==> config.mk <==
export PLATFORM = sky130hd
export DESIGN_NAME = mem_stage
export DESIGN_NICKNAME = d
export VERILOG_FILES = /design/src/rtl/mem_stage.sv
export SDC_FILE = /design/constraint.sdc
export NUM_CORES = 1
export LEC_CHECK = 0
export BUFFER_PORTS_ARGS = -buffer_cell sky130_fd_sc_hd__buf_2
export CAP_MARGIN = 20
export CORE_UTILIZATION = 30
export CTS_BUF_LIST = sky130_fd_sc_hd__clkbuf_2 sky130_fd_sc_hd__clkbuf_4 sky130_fd_sc_hd__clkbuf_8
export CTS_CLUSTER_DIAMETER = 150
export DETAILED_ROUTE_END_ITERATION = 8
export MAX_ROUTING_LAYER = met4
export PLACE_DENSITY = 0.65
export SLEW_MARGIN = 20
export SYNTH_ARGS = -nofsm -noshare
export SYNTH_HDL_FRONTEND = slang
export SYNTH_SLANG_ARGS = --single-unit
export TNS_END_PERCENT = 30
==> constraint.sdc <==
create_clock -name clk -period 2.9 [get_ports clk]
set_clock_uncertainty 0.05 [all_clocks]
set_input_delay 0.145 -clock clk [delete_from_list [all_inputs] [get_ports clk]]
set_output_delay 0.145 -clock clk [all_outputs]
set_load 0.02 [all_outputs]
==> src/rtl/mem_stage.sv <==
// MIPS MEM stage: request/ack data-memory access with lane steering, load extension,
// stall/timeout handling, and ownership of the MEM/WB pipeline register.
module mem_stage #(
  parameter int unsigned TIMEOUT = 255
) (
  input  logic        clk,
  input  logic        rst,
  input  logic [31:0] EX_MEM_alu_result,
  input  logic [31:0] EX_MEM_B_value,
  input  logic [4:0]  EX_MEM_dst_reg,
  input  logic [5:0]  EX_MEM_opcode,
  input  logic        EX_MEM_mem_read,
  input  logic        EX_MEM_mem_write,
  input  logic        EX_MEM_wb_reg_write,
  input  logic        EX_MEM_wb_mem_to_reg,
  output logic        dmem_req,
  output logic        dmem_we,
  output logic [31:0] dmem_addr,
  output logic [3:0]  dmem_be,
  output logic [31:0] dmem_wdata,
  input  logic        dmem_ack,
  input  logic [31:0] dmem_rdata,
  output logic        mem_stall,
  output logic [31:0] mem_fwd_val,
  output logic [31:0] wb_fwd_val,
  output logic [31:0] MEM_WB_read_data,
  output logic [31:0] MEM_WB_alu_result,
  output logic [4:0]  MEM_WB_dst_reg,
  output logic        MEM_WB_reg_write,
  output logic        MEM_WB_mem_to_reg,
  output logic        mem_err
);

  localparam int unsigned CNT_W = 16;
  localparam logic [5:0] OP_LB = 6'h20, OP_LH = 6'h21, OP_LBU = 6'h24;
  localparam logic [5:0] OP_LHU = 6'h25, OP_SB = 6'h28, OP_SH = 6'h29;

  typedef enum logic {ST_IDLE, ST_WAIT} state_t;

  state_t             state, state_nxt;
  logic [CNT_W-1:0]   cnt;
  logic               is_byte, is_half, is_signed;
  logic [1:0]         lane;
  logic               access, misaligned, mem_op, is_load;
  logic               done, abort;
  logic [7:0]         byte_sel;
  logic [15:0]        half_sel;
  logic [31:0]        load_data;

  // Access size and sign handling from the opcode
  always_comb begin
    is_byte   = 1'b0;
    is_half   = 1'b0;
    is_signed = 1'b0;
    case (EX_MEM_opcode)
      OP_LB:         begin is_byte = 1'b1; is_signed = 1'b1; end
      OP_LBU, OP_SB: is_byte = 1'b1;
      OP_LH:         begin is_half = 1'b1; is_signed = 1'b1; end
      OP_LHU, OP_SH: is_half = 1'b1;
      default:       ;
    endcase
  end

  assign lane       = EX_MEM_alu_result[1:0];
  assign access     = EX_MEM_mem_read | EX_MEM_mem_write;
  assign misaligned = access & ((is_half & lane[0]) | (~is_byte & ~is_half & (lane != 2'b00)));
  assign mem_op     = access & ~misaligned;
  assign is_load    = EX_MEM_mem_read & ~EX_MEM_mem_write;

  // Store lane steering; loads always enable all lanes
  always_comb begin
    dmem_addr  = {EX_MEM_alu_result[31:2], 2'b00};
    dmem_we    = EX_MEM_mem_write;
    dmem_be    = 4'b1111;
    dmem_wdata = EX_MEM_B_value;
    if (is_byte) begin
      dmem_wdata = {4{EX_MEM_B_value[7:0]}};
      if (EX_MEM_mem_write) dmem_be = 4'b0001 << lane;
    end else if (is_half) begin
      dmem_wdata = {2{EX_MEM_B_value[15:0]}};
      if (EX_MEM_mem_write) dmem_be = lane[1] ? 4'b1100 : 4'b0011;
    end
  end

  // Load lane selection and extension
  always_comb begin
    case (lane)
      2'd0:    byte_sel = dmem_rdata[7:0];
      2'd1:    byte_sel = dmem_rdata[15:8];
      2'd2:    byte_sel = dmem_rdata[23:16];
      default: byte_sel = dmem_rdata[31:24];
    endcase
    half_sel  = lane[1] ? dmem_rdata[31:16] : dmem_rdata[15:0];
    load_data = dmem_rdata;
    if (is_byte)
      load_data = is_signed ? {{24{byte_sel[7]}}, byte_sel} : {24'h0, byte_sel};
    else if (is_half)
      load_data = is_signed ? {{16{half_sel[15]}}, half_sel} : {16'h0, half_sel};
  end

  always_ff @(posedge clk) begin
    if (rst) state <= ST_IDLE;
    else     state <= state_nxt;
  end

  // Next state and handshake; ack beats timeout in WAIT
  always_comb begin
    state_nxt = state;
    dmem_req  = 1'b0;
    mem_stall = 1'b0;
    done      = 1'b0;
    abort     = 1'b0;
    case (state)
      ST_IDLE: begin
        if (mem_op) begin
          dmem_req = 1'b1;
          if (dmem_ack) begin
            done = 1'b1;
          end else begin
            mem_stall = 1'b1;
            state_nxt = ST_WAIT;
          end
        end
      end
      ST_WAIT: begin
        dmem_req = 1'b1;
        if (dmem_ack) begin
          done      = 1'b1;
          state_nxt = ST_IDLE;
        end else if (cnt == CNT_W'(TIMEOUT - 1)) begin
          abort     = 1'b1;
          state_nxt = ST_IDLE;
        end else begin
          mem_stall = 1'b1;
        end
      end
      default: state_nxt = ST_IDLE;
    endcase
    if (rst) begin
      dmem_req  = 1'b0;
      mem_stall = 1'b0;
    end
  end

  // Wait counter: held at zero in IDLE, counts cycles spent in WAIT
  always_ff @(posedge clk) begin
    if (rst || state == ST_IDLE) cnt <= '0;
    else                         cnt <= cnt + CNT_W'(1);
  end

  // MEM/WB register: bubble while stalled, capture otherwise
  always_ff @(posedge clk) begin
    if (rst) begin
      MEM_WB_read_data  <= '0;
      MEM_WB_alu_result <= '0;
      MEM_WB_dst_reg    <= '0;
      MEM_WB_reg_write  <= 1'b0;
      MEM_WB_mem_to_reg <= 1'b0;
      mem_err           <= 1'b0;
    end else begin
      mem_err <= misaligned | abort;
      if (mem_stall) begin
        MEM_WB_reg_write  <= 1'b0;
        MEM_WB_mem_to_reg <= 1'b0;
      end else begin
        MEM_WB_read_data  <= (done & is_load) ? load_data : 32'h0;
        MEM_WB_alu_result <= EX_MEM_alu_result;
        MEM_WB_dst_reg    <= EX_MEM_dst_reg;
        MEM_WB_reg_write  <= EX_MEM_wb_reg_write & ~misaligned & ~abort;
        MEM_WB_mem_to_reg <= EX_MEM_wb_mem_to_reg;
      end
    end
  end

  assign mem_fwd_val = EX_MEM_alu_result;
  assign wb_fwd_val  = MEM_WB_mem_to_reg ? MEM_WB_read_data : MEM_WB_alu_result;

endmodule

==> summary.md <==
| Metric | Value |
|---|---|
| Total negative slack | 0 ps |
| Number of setup violations in the final report | 0 |
| Initial antenna violation count | 3 |
| Core region area | 18000 um2 |
| Smallest hold slack | 15.9 ps |
| Period minus WS final | 2310 ps |
| Proportion of synthesized chip area in sequential cells | 32.1% |
| Worst setup path class | reg2out |
| Top delay family on crit path | simple AND/OR/NAND/NOR gates |
| Sequential cell fraction of total power | 42.0% |
| Clock Path Buffers | 2 |
| Peak VDD IR | 0.187 mV |
| Synth Area in Simple Gates | 20.6% |
| First-pass GRT wire length | 29.0 mm |
| Placement-stage worst setup slack | 966 ps |
| Upper clock frequency limit | 0.433 GHz |
| Worst path setup slack after routing | 588 ps |
| Synth-to-Final Area Change | 33.7% |
| Critical-path cell with the highest stage delay | dfxtp_1 |
| Overall die width | 138 um |
| Switching power of the nets | 1.01 mW |
| Die outline height | 138 um |
| Compound-Gate Fraction of Synth Area | 13.9% |
| Path class of the lowest-slack min-delay path | in2reg |
| Data required time at the worst endpoint | 2710 ps |
| Post-synthesis instance area | 5550 um2 |
| Total placed cells including tap cells | 1070 |
| Bufs and invs on worst path | 3 |
| Endpoint class of the critical path | output port |
| Synthesized netlist cell count | 625 |
| Vias per Instance | 4.76 |
| Dpl cell area | 6810 um2 |
| FF+latch count, synth | 89 |
| Post-synthesis cell type with the largest combined area | dfxtp_1 |
| Number of setup buffers added after CTS | 0 |
| Largest net degree at the start of global routing | 60 |
| Final weighted congestion in routability-driven placement | 0.837 |
| Total I/O pin count | 321 |
| Average routed wire per standard cell | 16.8 um |
| Summed area of non-filler cells in the final layout | 7420 um2 |
| Clock-pin transition on the worst setup and hold timing paths | 100 ps |
| Mux contribution to synthesized area | 18.0% |
| Transition at the pin with the smallest max-transition slack | 883 ps |
| Fraction of the mapped netlist area in adder cells | 0.451% |
| Filler-free cell count of the finished design | 1127 |
| Post-layout net count | 1005 |
| Cell row count | 49 |
| Ratio of total power to cell area | 421 nW/um2 |
| Ranking of synthesized cells by area | dfxtp_1, buf_4, nand2b_1 |
| Post-route fraction of the period consumed by the critical path | 79.7% |
| Leading register cell type out of synthesis | dfxtp_1 |
| Port buffer count | 318 |
| Registers with the most flip-flops | MEM_WB_alu_result x32, MEM_WB_read_data x32, cnt x16 |
| Final HPWL DP | 14.2 mm |
| Overall via count from detail_route | 5367 |
| Largest incremental delay on the critical path | 400 ps |
| Fraction of synthesized cell area in xor and xnor cells | 1.26% |
| H-Tree Depth | 3 |
| Insertion delay of the later-clocked pin in the worst-skew pair | 380 ps |
| Number of nets still failing antenna checks after routing | 0 |
| Starting utilization of the core area | 30.8% |
| Yosys top cell area share | 32.1% |
| Share of async-settable or async-resettable flops after synthesis | 0% |
| Fraction of layout instances using a drive strength above 1 | 43.8% |
| Worst setup SP type | flop |
| Count of max-cap constraint violations | 0 |
| 1st-iter DRT viols | 239 |
| Main combinational cell family by area after synthesis | simple AND/OR/NAND/NOR gates |
| DR pass1 iterations | 4 |
| Worst slew margin relative to its limit | 41.2% |
| Most numerous cell in the Yosys netlist | dfxtp_1 |
| Post-synth EDFFs | 0 |
| Number of gates resized after CTS | 0 |
| Number of pins exceeding their max-slew limit in the final report | 0 |
| Comb power frac | 26.2% |
| Hold violation count in the final report | 0 |
| Arrival time reported for the critical path endpoint | 2120 ps |
| Sum of internal, switching and leakage power | 3.12 mW |
| TritonCTS Sinks | 89 |
| Residual DRC count | 0 |
| Commonest cells in the netlist | dfxtp_1, nand2b_1, buf_4, nand2_1, mux2i_1 |
| TritonCTS buffer count | 9 |
| Synth Area per Inst | 8.88 um2 |
| Net switching fraction of the power | 32.2% |
| Worst-path cell chain | inv_1 -> ha_1 -> nor4bb_1 -> nand4_1 -> nand2b_1 -> nor3_4 -> buf_12 -> buf_2 |
| Internal Power | 2.12 mW |
| Synthesis warning total | 0 |
| Cell variety after synth | 49 |
| Final Routed Wirelength | 18.9 mm |
| Setup repair after global routing missed its margin | false |
| Static leakage | 3.46 nW |
| Portion of total power attributed to the clock network | 31.8% |
| CTS tree | built |
| Total global-route track usage | 20.2% |
| Share of the core filled with cells | 41.2% |
| Buffer cell driving the clock tree root | clkbuf_8 |
| Overall die area | 19000 um2 |
| Number of global-route vias before repair | 5076 |
| Critical path peak fanout | 34 |
| Total grt overflow | 0 |
| Result of the run | finished clean |
path summary, 6_finish.rpt:
kind	start	endpoint	slack, ps	cells past startpoint
max reg2reg	cnt[0]	MEM_WB_alu_result[25]	940	8
min reg2reg	MEM_WB_dst_reg[0]	MEM_WB_dst_reg[0]	420	2
min	dmem_rdata[16]	MEM_WB_read_data[16]	20	3
max	cnt[0]	mem_stall	590	8
cell type report:
type / count / area (um2)
Clock inverter: 6 / 90.1
Antenna cell: 4 / 10.0
Inverter: 5 / 18.8
Timing Repair Buffer: 366 / 2060
Sequential cell: 89 / 1780
Clock buffer: 10 / 138
Tap cell: 229 / 287
Fill cell: 1819 / 10600
Multi-Input combinational cell: 418 / 3040
cell families after synthesis:
group           count (synthesis)
other cells                     1
flops                          89
fa+ha+maj                       2
mux                            86
compound gates                 96
simple gates                  224
xor+xnor                        8
buf+inv                       119
per-layer routing:
metal / wire, um / GRT usage, %
met1: 7950 / 23.7
met2: 9250 / 34.0
met3: 1350 / 4.02
met4: 394 / 7.69
met5: 0 / -
layout by cell type, fill, tap and decap left out, types with 4 or more instances in the layout:
master	n
mux2_1	15
clkbuf_8	10
inv_1	5
mux4_2	8
o21ai_0	11
mux2_2	17
o22ai_1	15
or3_1	6
nand2b_1	78
o221ai_1	7
mux2i_1	46
o21ai_1	4
nand2_1	62
a22o_1	8
and2_1	7
diode_2	4
o2bb2ai_1	13
a21oi_1	15
xnor2_1	6
nand4_1	4
nor2_1	43
dfxtp_1	88
buf_4	10
dlygate4sd3_1	37
o2bb2ai_2	10
o211ai_1	4
nand3_1	6
buf_2	318
what timing repair did:
action                                  4_1_cts  5_1_grt
endpoints found under the hold margin        37        0
endpoints found under the setup margin        0        0
hold buffers                                 37        0
power groups by stage:
stage	Combinational [mW]	Clock, mW	Sequential, mW
finish	0.818	0.994	1.31
global route	0.877	1.08	1.32
CTS	0.822	1.03	1.31
detailed placement	0.782	0	1.34
global placement	0.778	0	1.34
floorplan	0.493	0	1.38
worst register-to-register path: cells and delay by family (launching register included):
kind          cells  cell delay [ps]
fa+ha+maj         1              180
simple gates      4              520
mux               1              260
buf+inv           2              460
flops             1              400
No activity file was read; power rests on OpenSTA's default activity.
